$ cat src/rtl/dvp_delta_capture_pkg.sv
// Shared definitions for the DVP frame-delta capture block: FSM encoding and byte-lane geometry.
package dvp_delta_capture_pkg;

    typedef enum logic {
        ST_IDLE    = 1'b0,
        ST_CAPTURE = 1'b1
    } cap_state_e;

    localparam int DEF_DATA_WIDTH = 256;
    localparam int BYTE_LANE_W    = 8;

    function automatic int lane_count(input int data_width);
        return data_width / BYTE_LANE_W;
    endfunction

endpackage

$ cat src/rtl/dvp_delta_capture_if.sv
// Camera-side DVP inputs plus the frame-delta valid/ready output channel.
interface dvp_delta_capture_if #(
    parameter int DATA_WIDTH = 256,
    parameter int BYTE_CNT_W = 24
);
    logic                  cam_pclk;
    logic                  cam_vsync;
    logic                  cam_href;
    logic [7:0]            cam_data;
    logic [DATA_WIDTH-1:0] frame_delta;
    logic                  delta_valid;
    logic                  delta_ready;
    logic [BYTE_CNT_W-1:0] frame_bytes;
    logic [15:0]           frames_dropped;

    modport master (
        input  cam_pclk, cam_vsync, cam_href, cam_data, delta_ready,
        output frame_delta, delta_valid, frame_bytes, frames_dropped
    );

    modport slave (
        output cam_pclk, cam_vsync, cam_href, cam_data, delta_ready,
        input  frame_delta, delta_valid, frame_bytes, frames_dropped
    );
endinterface

$ cat src/rtl/dvp_sync.sv
// Two-flop synchronizer with a one-cycle rising-edge strobe on the synchronized value.
module dvp_sync #(
    parameter int WIDTH = 1
) (
    input  logic             clk,
    input  logic             rst_n,
    input  logic [WIDTH-1:0] async_in,
    output logic [WIDTH-1:0] sync_out,
    output logic [WIDTH-1:0] rise
);
    logic [WIDTH-1:0] meta_p0;
    logic [WIDTH-1:0] sync_p1;
    logic [WIDTH-1:0] prev_p2;

    always_ff @(posedge clk or negedge rst_n) begin
        if (!rst_n) begin
            meta_p0 <= '0;
            sync_p1 <= '0;
            prev_p2 <= '0;
        end else begin
            meta_p0 <= async_in;
            sync_p1 <= meta_p0;
            prev_p2 <= sync_p1;
        end
    end

    assign sync_out = sync_p1;
    assign rise     = sync_p1 & ~prev_p2;
endmodule

$ cat src/rtl/dvp_delta_capture.sv
// Captures DVP frames into an XOR-folded byte-lane hash and hands each nonempty frame
// downstream over a valid/ready channel, counting frames lost to backpressure.
module dvp_delta_capture
    import dvp_delta_capture_pkg::*;
#(
    parameter int DATA_WIDTH = DEF_DATA_WIDTH,
    parameter int BYTE_CNT_W = 24
) (
    input  logic                clk,
    input  logic                rst_n,
    input  logic                capture_en,
    dvp_delta_capture_if.master bus
);
    localparam int LANES = lane_count(DATA_WIDTH);
    localparam int IDX_W = (LANES > 1) ? $clog2(LANES) : 1;
    localparam logic [IDX_W-1:0] LAST_IDX = IDX_W'(LANES - 1);

    function automatic logic [BYTE_CNT_W-1:0] sat_cnt(input logic [BYTE_CNT_W-1:0] v);
        return (&v) ? v : v + 1'b1;
    endfunction

    function automatic logic [15:0] sat_drop(input logic [15:0] v);
        return (&v) ? v : v + 16'd1;
    endfunction

    logic       pclk_level_unused, pclk_rise;
    logic       vsync_level_unused, vsync_rise;
    logic       href_s, href_rise_unused;
    logic [7:0] data_s, data_rise_unused;

    dvp_sync #(.WIDTH(1)) u_sync_pclk (
        .clk(clk), .rst_n(rst_n), .async_in(bus.cam_pclk),
        .sync_out(pclk_level_unused), .rise(pclk_rise)
    );
    dvp_sync #(.WIDTH(1)) u_sync_vsync (
        .clk(clk), .rst_n(rst_n), .async_in(bus.cam_vsync),
        .sync_out(vsync_level_unused), .rise(vsync_rise)
    );
    dvp_sync #(.WIDTH(1)) u_sync_href (
        .clk(clk), .rst_n(rst_n), .async_in(bus.cam_href),
        .sync_out(href_s), .rise(href_rise_unused)
    );
    dvp_sync #(.WIDTH(8)) u_sync_data (
        .clk(clk), .rst_n(rst_n), .async_in(bus.cam_data),
        .sync_out(data_s), .rise(data_rise_unused)
    );

    cap_state_e            state, state_nxt;
    logic [DATA_WIDTH-1:0] acc, acc_nxt;
    logic [IDX_W-1:0]      idx;
    logic [BYTE_CNT_W-1:0] cnt, cnt_nxt;
    logic                  byte_stb, frame_close, emit, out_free;

    assign byte_stb = pclk_rise & href_s;

    always_ff @(posedge clk or negedge rst_n) begin
        if (!rst_n) state <= ST_IDLE;
        else        state <= state_nxt;
    end

    // Dropping capture_en takes priority over a coincident frame boundary.
    always_comb begin
        state_nxt   = state;
        frame_close = 1'b0;
        case (state)
            ST_IDLE:    if (vsync_rise && capture_en) state_nxt = ST_CAPTURE;
            ST_CAPTURE: begin
                if (!capture_en) state_nxt = ST_IDLE;
                else             frame_close = vsync_rise;
            end
            default:    state_nxt = ST_IDLE;
        endcase
    end

    // A byte landing on the closing cycle still belongs to the closing frame.
    always_comb begin
        acc_nxt = acc;
        cnt_nxt = cnt;
        if (byte_stb) begin
            acc_nxt = acc ^ (DATA_WIDTH'(data_s) << (BYTE_LANE_W * idx));
            cnt_nxt = sat_cnt(cnt);
        end
    end

    assign emit     = frame_close && (cnt_nxt != '0);
    assign out_free = !bus.delta_valid || bus.delta_ready;

    always_ff @(posedge clk or negedge rst_n) begin
        if (!rst_n) begin
            acc <= '0;
            idx <= '0;
            cnt <= '0;
        end else if (state != ST_CAPTURE || !capture_en || frame_close) begin
            acc <= '0;
            idx <= '0;
            cnt <= '0;
        end else if (byte_stb) begin
            acc <= acc_nxt;
            cnt <= cnt_nxt;
            idx <= (idx == LAST_IDX) ? '0 : idx + 1'b1;
        end
    end

    always_ff @(posedge clk or negedge rst_n) begin
        if (!rst_n) begin
            bus.frame_delta    <= '0;
            bus.frame_bytes    <= '0;
            bus.delta_valid    <= 1'b0;
            bus.frames_dropped <= '0;
        end else if (emit && out_free) begin
            bus.frame_delta <= acc_nxt;
            bus.frame_bytes <= cnt_nxt;
            bus.delta_valid <= 1'b1;
        end else begin
            if (emit) bus.frames_dropped <= sat_drop(bus.frames_dropped);
            if (bus.delta_valid && bus.delta_ready) bus.delta_valid <= 1'b0;
        end
    end
endmodule
$ cat src/flat_wrapper.sv
// flat-port wrapper written by rule: the top's interface ports become plain ports
module dvp_delta_capture_flat import dvp_delta_capture_pkg::*;
#(
    parameter int DATA_WIDTH = DEF_DATA_WIDTH,
    parameter int BYTE_CNT_W = 24
)
  (clk, rst_n, capture_en, bus_cam_pclk, bus_cam_vsync, bus_cam_href, bus_cam_data, bus_delta_ready, bus_frame_delta, bus_delta_valid, bus_frame_bytes, bus_frames_dropped);
  dvp_delta_capture_if #(.DATA_WIDTH(DATA_WIDTH), .BYTE_CNT_W(BYTE_CNT_W)) bus_i ();
  input  logic clk;
  input  logic rst_n;
  input  logic capture_en;
  input wire logic [$bits(bus_i.cam_pclk)-1:0] bus_cam_pclk;
  input wire logic [$bits(bus_i.cam_vsync)-1:0] bus_cam_vsync;
  input wire logic [$bits(bus_i.cam_href)-1:0] bus_cam_href;
  input wire logic [$bits(bus_i.cam_data)-1:0] bus_cam_data;
  input wire logic [$bits(bus_i.delta_ready)-1:0] bus_delta_ready;
  output wire logic [$bits(bus_i.frame_delta)-1:0] bus_frame_delta;
  output wire logic [$bits(bus_i.delta_valid)-1:0] bus_delta_valid;
  output wire logic [$bits(bus_i.frame_bytes)-1:0] bus_frame_bytes;
  output wire logic [$bits(bus_i.frames_dropped)-1:0] bus_frames_dropped;
  assign bus_i.cam_pclk = bus_cam_pclk;
  assign bus_i.cam_vsync = bus_cam_vsync;
  assign bus_i.cam_href = bus_cam_href;
  assign bus_i.cam_data = bus_cam_data;
  assign bus_i.delta_ready = bus_delta_ready;
  assign bus_frame_delta = bus_i.frame_delta;
  assign bus_delta_valid = bus_i.delta_valid;
  assign bus_frame_bytes = bus_i.frame_bytes;
  assign bus_frames_dropped = bus_i.frames_dropped;
  dvp_delta_capture #(.DATA_WIDTH(DATA_WIDTH), .BYTE_CNT_W(BYTE_CNT_W)) u_core (.clk(clk), .rst_n(rst_n), .capture_en(capture_en), .bus(bus_i));
endmodule
$ cat config.mk
export PLATFORM = sky130hd
export DESIGN_NAME = dvp_delta_capture_flat
export DESIGN_NICKNAME = d
export VERILOG_FILES = /design/src/rtl/dvp_delta_capture_pkg.sv /design/src/rtl/dvp_delta_capture_if.sv /design/src/rtl/dvp_sync.sv /design/src/rtl/dvp_delta_capture.sv /design/src/flat_wrapper.sv
export SDC_FILE = /design/constraint.sdc
export NUM_CORES = 1
export LEC_CHECK = 0
export BUFFER_PORTS_ARGS = -buffer_cell sky130_fd_sc_hd__buf_2
export CAP_MARGIN = 20
export CELL_PAD_IN_SITES_DETAIL_PLACEMENT = 1
export CELL_PAD_IN_SITES_GLOBAL_PLACEMENT = 1
export CORE_MARGIN = 2
export CORE_UTILIZATION = 45
export DETAILED_ROUTE_END_ITERATION = 10
export GPL_ROUTABILITY_DRIVEN = 0
export PLACE_DENSITY_LB_ADDON = 0.12
export SLEW_MARGIN = 10
export SYNTH_ARGS = -nofsm -noshare
export SYNTH_HDL_FRONTEND = slang
export SYNTH_SLANG_ARGS = --single-unit
$ cat constraint.sdc
create_clock -name clk -period 4.25 [get_ports clk]
set_clock_uncertainty 0.15 [all_clocks]
set_input_delay 0.425 -clock clk [delete_from_list [all_inputs] [get_ports clk]]
set_output_delay 0.425 -clock clk [all_outputs]
set_load 0.02 [all_outputs]
; ---- Yosys cells after proc, flatten, opt, wreduce, memory -nomap -nowiden
; Cells that the tools add are included.
[word_totals]
wordCells = 64
out_inout_bits = 297
regBits = 607
inputBits = 15
[op_classes]
eq_ne = 1
add_sub_neg = 3
n_shift = 1
mux = 17
n_reduce_logical = 15
n_bitwise = 9
[op_table]
columns = operator, count
row1 = $mux 256, 3
row2 = $shl 8x8->256, 1
row3 = $xor 256x256->256, 1
row4 = $mux 24, 4
row5 = $add 24x1->24 const B, 1
row6 = $reduce_and 24->1, 1
row7 = $reduce_bool 24->1, 1
row8 = $add 16x1->16 const B, 1
row9 = $reduce_and 16->1, 1
row10 = $mux 5, 3
row11 = $mux 1, 6
row12 = $add 5x1->5 const B, 1
row13 = $eq 5x5->1 const B, 1
row14 = $not 1->1, 5
row15 = $logic_and 1x1->1, 4
row16 = $reduce_bool 2->1, 2
row17 = $and 1x1->1, 3
row18 = $logic_or 1x1->1, 3
row19 = $reduce_and 3->1, 1
row20 = $logic_not 1->1, 2
row21 = $pmux 1 s2, 1

; ---- Longest topological paths before layout
; Gate-level depths: netlist of the first run.
[logic_depth]
depth_word = 9
depth_mapped = 16
ltp_nobuf = 10

; ---- By module
; From an unflattened synthesis of the first run, not the netlist that was laid out.
[unflattened]
hier_cells = 2397
hier_area_um2 = 24782.5
[by_module_without_submodules]
columns = mod, area_per_inst_um2, cells_per_inst, n_inst
row1 = dvp_delta_capture, 23805.3, 2353, 1
row2 = dvp_sync (u_core.u_sync_data), 710.7, 32, 1
row3 = dvp_sync (u_core.u_sync_href ...), 88.8, 4, 3

; ---- Worst setup path before layout of the first run
; OpenSTA, ideal clock, no wires.
[synth_path]
path_kind = reg2reg
from = register u_core.cnt[0]
to = register u_core.bus.frame_bytes[7]
setup_time_ps = 125
stages_incl_launch_ff = 12
arrival_ps = 3066
required_ps = 3975
slack_ps = 909
path_buffers = 2
synth_period_minus_slack_ps = 3341
path_cell_list = dfrtp_1 -> ha_1 -> nand2_1 -> or3_1 -> a2111oi_0 -> o21ai_1 -> a211oi_1 -> nand4b_1 -> o311ai_4 -> buf_6 -> buf_2 -> mux2_2
[synth_between]
elab_chain_cells = 6
[synth_rtl]
columns = element, line_no
row1 = start: declaration, dvp_delta_capture.sv:51  ; logic [BYTE_CNT_W-1:0] cnt, cnt_nxt;
row2 = start signal: assignment, dvp_delta_capture.sv:99  ; cnt <= cnt_nxt;
row3 = $add 24x1->24 / $reduce_and 24->1 (equally long branches), dvp_delta_capture.sv:19  ; return (&v) ? v : v + 1'b1;
row4 = $mux 24, dvp_delta_capture.sv:19
row5 = $mux 24 *, dvp_delta_capture.sv:79  ; if (byte_stb) begin
row6 = $reduce_bool 24->1, dvp_delta_capture.sv:85  ; assign emit = frame_close && (cnt_nxt != '0);
row7 = $logic_and 1x1->1, dvp_delta_capture.sv:85
row8 = $logic_and 1x1->1, dvp_delta_capture.sv:110  ; end else if (emit && out_free) begin
row9 = end signal: assignment, dvp_delta_capture.sv:112  ; bus.frame_bytes <= cnt_nxt;
row10 = end: declaration, dvp_delta_capture_if.sv:18  ; output frame_delta, delta_valid, frame_bytes, frames_dropped
; Every way passes the cells marked *; elsewhere a longest branch is shown, timed or not.
; A chain may end at the register's enable or synchronous reset.

; ---- Worst setup path after layout of the first run
[layout_path]
from = register u_core.cnt[0]
to = register u_core.bus.frame_delta[8]
[layout_between]
elab_chain_cells = 6
[layout_rtl]
columns = element, line_no
row1 = $add 24x1->24 / $reduce_and 24->1 (equally long branches), dvp_delta_capture.sv:19
row2 = $mux 24, dvp_delta_capture.sv:19
row3 = $mux 24 *, dvp_delta_capture.sv:79
row4 = $reduce_bool 24->1 *, dvp_delta_capture.sv:85
row5 = $logic_and 1x1->1 *, dvp_delta_capture.sv:85
row6 = $logic_and 1x1->1 *, dvp_delta_capture.sv:110
row7 = end signal: assignment, dvp_delta_capture.sv:111  ; bus.frame_delta <= acc_nxt;
row8 = end: declaration, dvp_delta_capture_if.sv:18
; Marked as above.

==> impl_results.md, run 1 <==
* Num ports at around 310
* WS Path Type: reg -> reg
* Synth Cell Area at 0.0245 mm2
* Starting Density at 0.455
* Setup bufs post-CTS at 0
* Mapped Cells at roughly 2400
* DRT antenna net count at 0
* Drt wl/cell at approximately 21 um
* Final hold vios at 0
* Worst setup SP type: flip-flop
* Worst-path clk slew at 0.06 ns
* Required time of the critical path at 4.56 ns
* Slew Viols, Final at 0
* Slew headroom at 0.281
* Critical Path Fanout Max at 74
* Final WS setup at slightly below 0.3 ns
* Number of library cell types mapped by synthesis at 54
* Simple-gate share of the synthesized area at 0.168
* Area delta synth->final at 18.5%
* Antenna violations before repair at 4
* Min Tclk post-route at 3.96 ns
* Gr usage total at 0.259
* Synth Area in Adders at 0.00204
* RSZ-0062 raised after global routing: false
* Worst hold slack at 0.141 ns
* Most frequent cells in the layout: dfrtp_1 (607), nor2_1 (446), nand2_1 (434), buf_2 (310), o21ai_1 (184)
* Post-DP HPWL at 46.9 mm
* Avg Inst Size Synth at 10.2 um2
* Final number of setup-violating endpoints at 0
* Yosys warns at 0
* Fmax at between 200 and 300 MHz
* Placeable Area at roughly 0.054 mm2
* # rows at 85
* Min-Delay Path Class: in -> reg
* Largest net degree at the start of global routing at 120
* Remaining DRCs at 0
* Max IR drop VDD at 285 uV
* Status: complete, no violations
* Seq cells post-synth at about 610
* Total grt overflow at 0
* Die Footprint at 0.0564 mm2
* Number of global-route vias before repair at slightly below 20000
* Routed wire length at 71.3 mm
* Synth Flop Type: dfrtp_1
* Die span in x at 238 um
* Most common cell after layout, fill and taps aside: dfrtp_1
* Largest family of logic cells by synthesized area: simple AND/OR/NAND/NOR gates
* First drt pass iteration count at 4
* LEAKAGE at 13.4 nW
* CTS HTree Levels at 3
* Setup tns final at 0 ns
* Root Driver: clkbuf_16
* Vias/cell at 5.21
* Post-synth ARST share at 1.00
* Post-synthesis compound-gate area fraction at 0.0721
* P per Cell Area at around 410 mW/mm2
* Util after Layout at 0.540
* Arr. time, crit path at 4.26 ns
* MaxCap Viol Count at 0
* Number of CTS-inserted buffers at 67
* Actual slew at the worst max-slew pin at 1.08 ns
* Height of the chip at approximately 240 um
* Initial DRC count at 1143
* Net Count, Synth at 2418
* First-pass GRT wire length at 112 mm
* Clk buf depth at 3
* Number of flops mapped to enable cells by yosys at 0
* Post-Synth XOR/XNOR Area at 0.105
* Fillers at 5898
* Endpoint class of the critical path: flip-flop
* Mux cell area share after synthesis at 0.00133
* Total clock sinks at 607
* Routed vias at 17889
* Period utilization at 0.931
* # port buffers at 311
* Final Power at 11.8 mW
* CTS tree: built
* Share of layout cells above drive strength 1 at 0.177
* Pre-CTS WS at ~0.24 ns
* Sequential fraction of the synthesis area at 0.619
* Nets at around 2700
* Clock Latency Late Sink at 0.60 ns
-- kinds of logic after synthesis --
family	after synthesis
AO/OA/AOI/OAI	325
AND/OR/NAND/NOR	1016
multiplexers	3
XOR/XNOR	293
flip-flops	607
adder cells (fa/ha/maj)	4
buffers and inverters	151
-- flip-flops by register name (all words and copies together), names as in the netlist --
register                      cells
u_core.u_sync_data.sync_out       8
u_core.state                      1
u_core.bus.frame_bytes           24
u_core.u_sync_pclk.sync_out       1
u_core.u_sync_vsync.sync_out      1
u_core.u_sync_vsync.meta_p0       1
u_core.u_sync_pclk.meta_p0        1
u_core.bus.frames_dropped        16
u_core.u_sync_pclk.prev_p2        1
u_core.u_sync_data.meta_p0        8
u_core.u_sync_href.meta_p0        1
u_core.cnt                       24
u_core.u_sync_href.sync_out       1
u_core.idx                        5
u_core.acc                      256
u_core.bus.frame_delta          256
u_core.bus.delta_valid            1
u_core.u_sync_vsync.prev_p2       1
-- synth_stat cells (11+ instances only) --
cell / instances / area, um2
and3_1: 11 / 68.8
buf_2: 21 / 105
buf_6: 22 / 248
clkbuf_1: 89 / 334
dfrtp_1: 607 / 15200
nand2_1: 434 / 1630
nand3_1: 21 / 105
nor2_1: 446 / 1670
nor2b_1: 13 / 81.3
nor3_1: 25 / 125
o21ai_0: 96 / 480
o21ai_1: 184 / 921
xnor2_1: 161 / 1410
xor2_1: 132 / 1160
-- cell type report --
type	instances	area [um2]	area share
Sequential cell	607	15200	0.522
Multi-Input combinational cell	1641	8590	0.295
Timing Repair Buffer	364	2270	0.0779
Clock buffer	106	2060	0.0707
Tap cell	696	871	0.0299
Clock inverter	13	93.8	0.00323
Inverter	5	18.8	0.000645
Antenna cell	2	5.00	0.000172
-- final timing paths --
path / startpoint / endpoint / slack (ns) / depth (start not counted)
hold reg to reg: u_core.u_sync_data.meta_p0[6]$_DFF_PN0_ / u_core.u_sync_data.sync_out[6]$_DFF_PN0_ / 0.19 / 0
setup / recovery: u_core.cnt[0]$_DFFE_PN0P_ / u_core.bus.frame_delta[8]$_DFFE_PN0P_ / 0.29 / 11
min in group asynchronous: rst_n / u_core.bus.frames_dropped[0]$_DFFE_PN0P_ / 0.35 / 2
hold / removal: bus_delta_ready / u_core.bus.delta_valid$_DFFE_PN0P_ / 0.14 / 3
setup reg to reg: u_core.cnt[0]$_DFFE_PN0P_ / u_core.bus.frame_delta[8]$_DFFE_PN0P_ / 0.29 / 11
max in group asynchronous: rst_n / u_core.bus.frame_delta[151]$_DFFE_PN0P_ / 2.57 / 3
-- power breakdown --
group	switching [mW]	internal, mW	total (mW)
registers	0.00991	5.80	5.81
clock network	2.31	3.38	5.69
logic	0.242	0.0545	0.297
total	2.56	9.23	11.8
-- through the flow --
stage	cell area, um2	instances
after global routing	29100	3434
after floorplan	24500	2399
final	29100	3434
after global placement	26800	3299
after CTS	29100	3432
after detailed placement	26800	3300
-- per-layer routing --
layer	part of all wire	wire length (um)	GRT usage
met1	0.44	31000	0.338
met2	0.49	34600	0.428
met3	0.048	3400	0.0520
met4	0.032	2270	0.0959
met5	0.00031	22	0
-- critical path, stage by stage, from the launching register on --
cell and delay [ns]:
dfrtp_1 0.44, ha_1 0.31, nand2_1 0.17, or3_1 0.37
a2111oi_0 0.41, o21ai_1 0.11, a211oi_1 0.37, nand4b_1 0.25
o311ai_4 0.44, buf_12 0.31, buf_16 0.28, o21ai_0 0.17
-- what timing repair did --
| action | CTS | global route |
|---|---|---|
| gates resized for setup | 0 | 6 |
| hold buffers | 13 | 0 |
| setup endpoints to repair | 0 | 66 |
| endpoints found under the hold margin | 100 | 0 |
(Power assumes the default switching activity.)
==> run 2: changes to the inputs <==
- CORE_UTILIZATION: 45 -> 49
- PLACE_DENSITY: unset -> 0.83
- PLACE_DENSITY_LB_ADDON: 0.12 -> unset
- clock period: 4.25 -> 4.82 ns (I/O delays scaled with it)
==> impl_results.md, run 2 (synthesis results as in run 1) <==
* Status: complete, no violations
* Number of global-route vias before repair at 19918 (+2.7%)
* Top routing layer in use: met4
* Actual slew at the worst max-slew pin at 1.22 ns (+0.141 ns)
* Most common cell after layout, fill and taps aside: dfrtp_1
* Height of the chip at 228 um (-4.1%)
* First-pass GRT wire length at 116 mm (+3.3%)
* Min-Delay Path Class: reg -> reg
* Final hold vios at 0 (unchanged)
* Endpoint class of the critical path: flip-flop
* DRT antenna net count at 0 (unchanged)
* Remaining DRCs at 0 (unchanged)
* First drt pass iteration count at 5 (+1)
* Routed wire length at 74.0 mm (+3.8%)
* Final WS setup at 0.521 ns (+0.229 ns)
* WS Path Type: reg -> reg
* Final number of setup-violating endpoints at 0 (unchanged)
* R2R cell count at 10 (-1)
* Clock Latency Late Sink at 0.62 ns (+0.02 ns)
* LEAKAGE at 13.2 nW (-1.3%)
* Drt wl/cell at 21.8 um (+5.2%)
* Num ports at 312 (unchanged)
* Switching pwr at 2.23 mW (-13%)
* Clk buf depth at 3 (unchanged)
* Gr usage total at 0.288 (+0.0296)
* Worst setup SP type: flip-flop
* Pre-CTS WS at 0.695 ns (+0.455 ns)
* Fmax at 233 MHz (-7.9%)
* Root Driver: clkbuf_16
* CTS HTree Levels at 2 (-1)
* Number of CTS-inserted buffers at 61 (-9.0%)
* Placeable Area at 0.0498 mm2 (-7.7%)
* MaxCap Viol Count at 0 (unchanged)
* Max IR drop VDD at 262 uV (-7.9%)
* Antenna violations before repair at 0 (-4)
* Clock share of power at 0.474 (-0.008)
* N_diodes at 0 (-2)
* Internal at 7.96 mW (-14%)
* Min Tclk post-route at 4.30 ns (+0.341 ns)
* Setup tns final at 0 ns (unchanged)
* Routed vias at 18185 (+1.7%)
* Share of layout cells above drive strength 1 at 0.172 (-0.00472)
* Critical Path Fanout Max at 131 (+77%)
* Post-DP HPWL at 47.5 mm (+1.2%)
* Die span in x at 228 um (-4.1%)
* Starting Density at 0.493 (+0.0381)
* Nets at 2687 (-0.67%)
* RSZ-0062 raised after global routing: false
* CTS tree: built
* Vias/cell at 5.36 (+3.0%)
* Util after Layout at 0.577 (+0.0372)
* Comb power frac at 0.025 (about the same)
* P per Cell Area at 355 mW/mm2 (-12%)
* Largest net degree at the start of global routing at 183 (+53%)
* Total grt overflow at 0 (unchanged)
* Area delta synth->final at 16.9%
* Die Footprint at 0.0519 mm2 (-8.0%)
* M1 wire length at 31.3 mm (+0.90%)
* Sequential power share at 0.502 (+0.010)
* Most frequent cells in the layout: dfrtp_1 (607), nor2_1 (446), nand2_1 (434), buf_2 (310), o21ai_1 (184)
* Total clock sinks at 607 (unchanged)
* Hold buffers post-CTS at 13 (unchanged)
* Slew headroom at 0.187 (-0.0939)
* Post-cts sizing count at 0 (unchanged)
* Largest registers: u_core.acc (256), u_core.bus.frame_delta (256)
* Met2 routed WL at 36.5 mm (+5.7%)
* Hold Path Depth at 0 (-3)
* Routed length on met3 at 3.58 mm (+5.2%)
* Period utilization at 0.892 (-0.0394)
* Worst-path clk slew at 0.06 ns (about the same)
* Sw Share at 0.219 (+0.00164)
* # port buffers at 311 (unchanged)
* Slew Viols, Final at 0 (unchanged)
* Required time of the critical path at 5.14 ns (+0.58 ns)
* Arr. time, crit path at 4.62 ns (+0.36 ns)
* Initial DRC count at 1192 (+4.3%)
* # rows at 82 (-3.5%)
* Setup bufs post-CTS at 0 (unchanged)
[run 2: final cells by class]
cell class | count | area [um2]
Fill cell | 5490 | 21100
Sequential cell | 607 | 15200
Multi-Input combinational cell | 1641 | 8570
Timing Repair Buffer | 352 | 2040
Clock buffer | 94 | 1830
Tap cell | 672 | 841
Clock inverter | 19 | 210
Inverter | 5 | 18.8
[run 2: worst max-delay path, cell delays in order, from the launching register on]
cell and delay [ns]:
dfrtp_1 0.56, nand4_1 0.33, nor2_2 0.34, a31oi_2 0.36, or3_1 0.44, a211oi_1 0.28
nand4b_1 0.24, o311ai_4 0.37, buf_12 0.28, buf_12 0.38, o21ai_0 0.21
[run 2: worst paths after layout]
check,from,to,slack (ns)
worst max-delay path,u_core.cnt[3]$_DFFE_PN0P_,u_core.bus.frame_delta[52]$_DFFE_PN0P_,0.52
worst min-delay path,u_core.u_sync_vsync.meta_p0$_DFF_PN0_,u_core.u_sync_vsync.sync_out$_DFF_PN0_,0.20
worst max register to register,u_core.cnt[3]$_DFFE_PN0P_,u_core.bus.frame_delta[52]$_DFFE_PN0P_,0.52
worst min register to register,u_core.u_sync_vsync.meta_p0$_DFF_PN0_,u_core.u_sync_vsync.sync_out$_DFF_PN0_,0.20
max in group asynchronous,rst_n,u_core.bus.frame_delta[218]$_DFFE_PN0P_,2.96
min in group asynchronous,rst_n,u_core.bus.frames_dropped[0]$_DFFE_PN0P_,0.36
[run 2: routing by layer]
metal,GRT usage,vias to the layer above
met2,0.483,469
met5,0,-
met3,0.0421,140
li1,-,8193
met1,0.383,9383
met4,0.108,0
[run 2: power groups by stage]
stage               Combinational [mW]  Clock, mW  Sequential [mW]
CTS                              0.257       4.91             5.12
finish                           0.250       4.83             5.12
global placement                 0.243          0             5.21
global route                     0.277       5.11             5.12
detailed placement               0.247          0             5.21
floorplan                       0.0703          0             5.21
[run 2: through the flow]
stage | total power, mW | std cells | cell area [um2] | hold WS (ns)
3_5_place_dp | 5.46 | 3264 | 26500 | 0.186
6_report | 10.2 | 3390 | 28700 | 0.200
4_1_cts | 10.3 | 3390 | 28700 | 0.200
5_1_grt | 10.5 | 3390 | 28700 | 0.206
3_3_place_gp | 5.45 | 3264 | 26500 | 0.185
2_1_floorplan | 5.28 | 2399 | 24500 | 0.0364
==> run 3: changes to the inputs <==
- CORE_ASPECT_RATIO: unset -> 1.2
- CORE_UTILIZATION: 49 -> 50
- CTS_BUF_LIST: unset -> sky130_fd_sc_hd__clkbuf_8
- PLACE_DENSITY: 0.83 -> 0.85
==> impl_results.md, run 3 (synthesis results as in run 1) <==
* Share of layout cells above drive strength 1 at 0.179 (+0.00754)
* Worst setup SP type: flip-flop
* Clock Latency Late Sink at 0.69 ns (+0.07 ns)
* Status: complete, no violations
* Total clock sinks at 607 (unchanged)
* Slew Viols, Final at 0 (unchanged)
* Actual slew at the worst max-slew pin at 1.24 ns (+0.0257 ns)
* Die span in x at 206 um (-9.5%)
* Drt wl/cell at 21.8 um (-0.13%)
* Vias/cell at 5.41 (+0.92%)
* Sequential power share at 0.526 (+0.024)
* Final WS setup at 0.599 ns (+0.0782 ns)
* Initial DRC count at 1165 (-2.3%)
* Critical Path Fanout Max at 112 (-15%)
* Final number of setup-violating endpoints at 0 (unchanged)
* CTS HTree Levels at 3 (+1)
* # rows at 88 (+7.3%)
* Root Driver: clkbuf_8
* Placeable Area at 0.0483 mm2 (-2.9%)
* R2r setup slk at 0.60 ns (+0.08 ns)
* CP startpoint: u_core.cnt[3]$_DFFE_PN0P_
* DRT antenna net count at 0 (unchanged)
* R2R cell count at 11 (+1)
* # port buffers at 311 (unchanged)
* Setup bufs post-CTS at 0 (unchanged)
* Final hold vios at 0 (unchanged)
* Min-Delay Path Class: in -> reg
* Remaining DRCs at 0 (unchanged)
* Number of CTS-inserted buffers at 96 (+57%)
* R2R Path Start: u_core.cnt[3]$_DFFE_PN0P_
* Fmax at 237 MHz (+1.9%)
* Util after Layout at 0.589 (+0.0126)
* Period utilization at 0.876 (-0.0162)
* Routed wire length at 74.2 mm (+0.23%)
* LEAKAGE at 13.3 nW (+0.69%)
* Antenna violations before repair at 1 (+1)
* Sw Share at 0.233 (+0.0137)
* Comb power frac at 0.026 (about the same)
* Pre-CTS WS at 0.778 ns (+0.0829 ns)
* Slew headroom at 0.169 (-0.0172)
* Arr. time, crit path at 4.64 ns (+0.02 ns)
* Largest registers: u_core.acc (256), u_core.bus.frame_delta (256)
* WHS Endpoint: u_core.bus.delta_valid$_DFFE_PN0P_
* Total grt overflow at 0 (unchanged)
* First drt pass iteration count at 7 (+2)
* Fillers at 5411 (-1.4%)
* Worst hold slack at 0.142 ns (-0.0583 ns)
* Hold path start: bus_delta_ready
* Most frequent cells in the layout: dfrtp_1 (607), nor2_1 (446), nand2_1 (434), buf_2 (310), o21ai_1 (184)
* Nets at 2720 (+1.2%)
* Internal at 7.46 mW (-6.3%)
* Clk buf depth at 3 (unchanged)
* P per Cell Area at 341 mW/mm2 (-3.9%)
* Endpoint class of the critical path: flip-flop
* Post-DP HPWL at 47.3 mm (-0.37%)
* Worst-path clk slew at 0.06 ns (about the same)
* Hold Path Depth at 3 (+3)
* Largest net degree at the start of global routing at 184 (+0.55%)
* RSZ-0062 raised after global routing: false
* Gr usage total at 0.298 (+0.00992)
* Setup tns final at 0 ns (unchanged)
* Most common cell after layout, fill and taps aside: dfrtp_1
* Min Tclk post-route at 4.22 ns (-0.0782 ns)
* CTS tree: built
* Required time of the critical path at 5.24 ns (+0.10 ns)
* Switching pwr at 2.26 mW (+1.3%)
* Die Footprint at 0.0509 mm2 (-2.0%)
* Clock share of power at 0.448 (-0.026)
* Starting Density at 0.508 (+0.0145)
* Max IR drop VDD at 209 uV (-20%)
* Num ports at 312 (unchanged)
* MaxCap Viol Count at 0 (unchanged)
* Area delta synth->final at 16.1%
* Height of the chip at 247 um (+8.3%)
* R2R Path End: u_core.bus.frame_delta[31]$_DFFE_PN0P_
* Routed vias at 18418 (+1.3%)
* WS Path Type: reg -> reg
* First-pass GRT wire length at 115 mm (-0.67%)
* Number of global-route vias before repair at 20093 (+0.88%)
## run 3: cell count changes in the layout (fill, tap and decap cells not counted), moves of 2 or more
cell       before  now
bufinv_16       4    1
inv_1           5   42
clkinv_2       13    5
clkbuf_1       16    0
clkbuf_16      62    0
buf_4          17   15
clkbuf_8       16  122
## run 3: stage by stage
step	total power [mW]	instance area, um2	cells
6_report	9.72	28500	3402
5_1_grt	10.1	28500	3402
4_1_cts	9.82	28500	3400
3_5_place_dp	5.46	26400	3219
3_3_place_gp	5.45	26400	3219
2_1_floorplan	5.28	24500	2399
## run 3: how the worst max path moves through the flow
stage / endpoint / depth (start not counted)
after detailed placement: u_core.bus.frame_delta[59]$_DFFE_PN0P_ / 10
after floorplan: u_core.bus.frame_bytes[7]$_DFFE_PN0P_ / 11
final: u_core.bus.frame_delta[31]$_DFFE_PN0P_ / 11
after global placement: u_core.bus.frame_delta[250]$_DFFE_PN0P_ / 10
after CTS: u_core.bus.frame_delta[31]$_DFFE_PN0P_ / 11
after global routing: u_core.bus.frame_bytes[23]$_DFFE_PN0P_ / 11
## run 3: power by group through the flow
stage | clock network, mW | logic, mW | registers (mW)
6_report | 4.36 | 0.248 | 5.12
5_1_grt | 4.67 | 0.275 | 5.12
4_1_cts | 4.44 | 0.255 | 5.12
3_5_place_dp | 0 | 0.245 | 5.21
3_3_place_gp | 0 | 0.239 | 5.21
2_1_floorplan | 0 | 0.0703 | 5.21
## run 3: per-layer routing
layer  global-route usage  share of wire  up-vias
met5                    0              0        -
li1                     -              -     8264
met1                0.367           0.40     9448
met4                0.140          0.044        0
met3               0.0569          0.053      170
met2                0.506           0.50      536
## run 3: repair_timing
action                                 in CTS  in global routing
hold buffers                               13                  0
resized for setup                           0                  0
endpoints found under the hold margin     112                  0
## run 3: critical path, cell delays in order, from the launching register on
cell and delay [ns]:
dfrtp_1 0.54, nand4_1 0.31, nor4_2 0.59, nand2_1 0.21, nor3_1 0.30, xnor2_1 0.24
nand4_1 0.33, o311ai_4 0.38, buf_12 0.28, buf_12 0.38, nand2_1 0.15, o21ai_0 0.14
## run 3: layout make-up
type | count | area (um2) | area share
antenna | 1 | 2.50 | 0.0000878
clock buffer | 122 | 1680 | 0.0589
clock inverter | 46 | 221 | 0.00777
inverter | 5 | 18.8 | 0.000659
multi-input combinational | 1641 | 8560 | 0.300
sequential | 607 | 15200 | 0.533
tap | 630 | 788 | 0.0277
timing repair buffer | 350 | 2030 | 0.0712
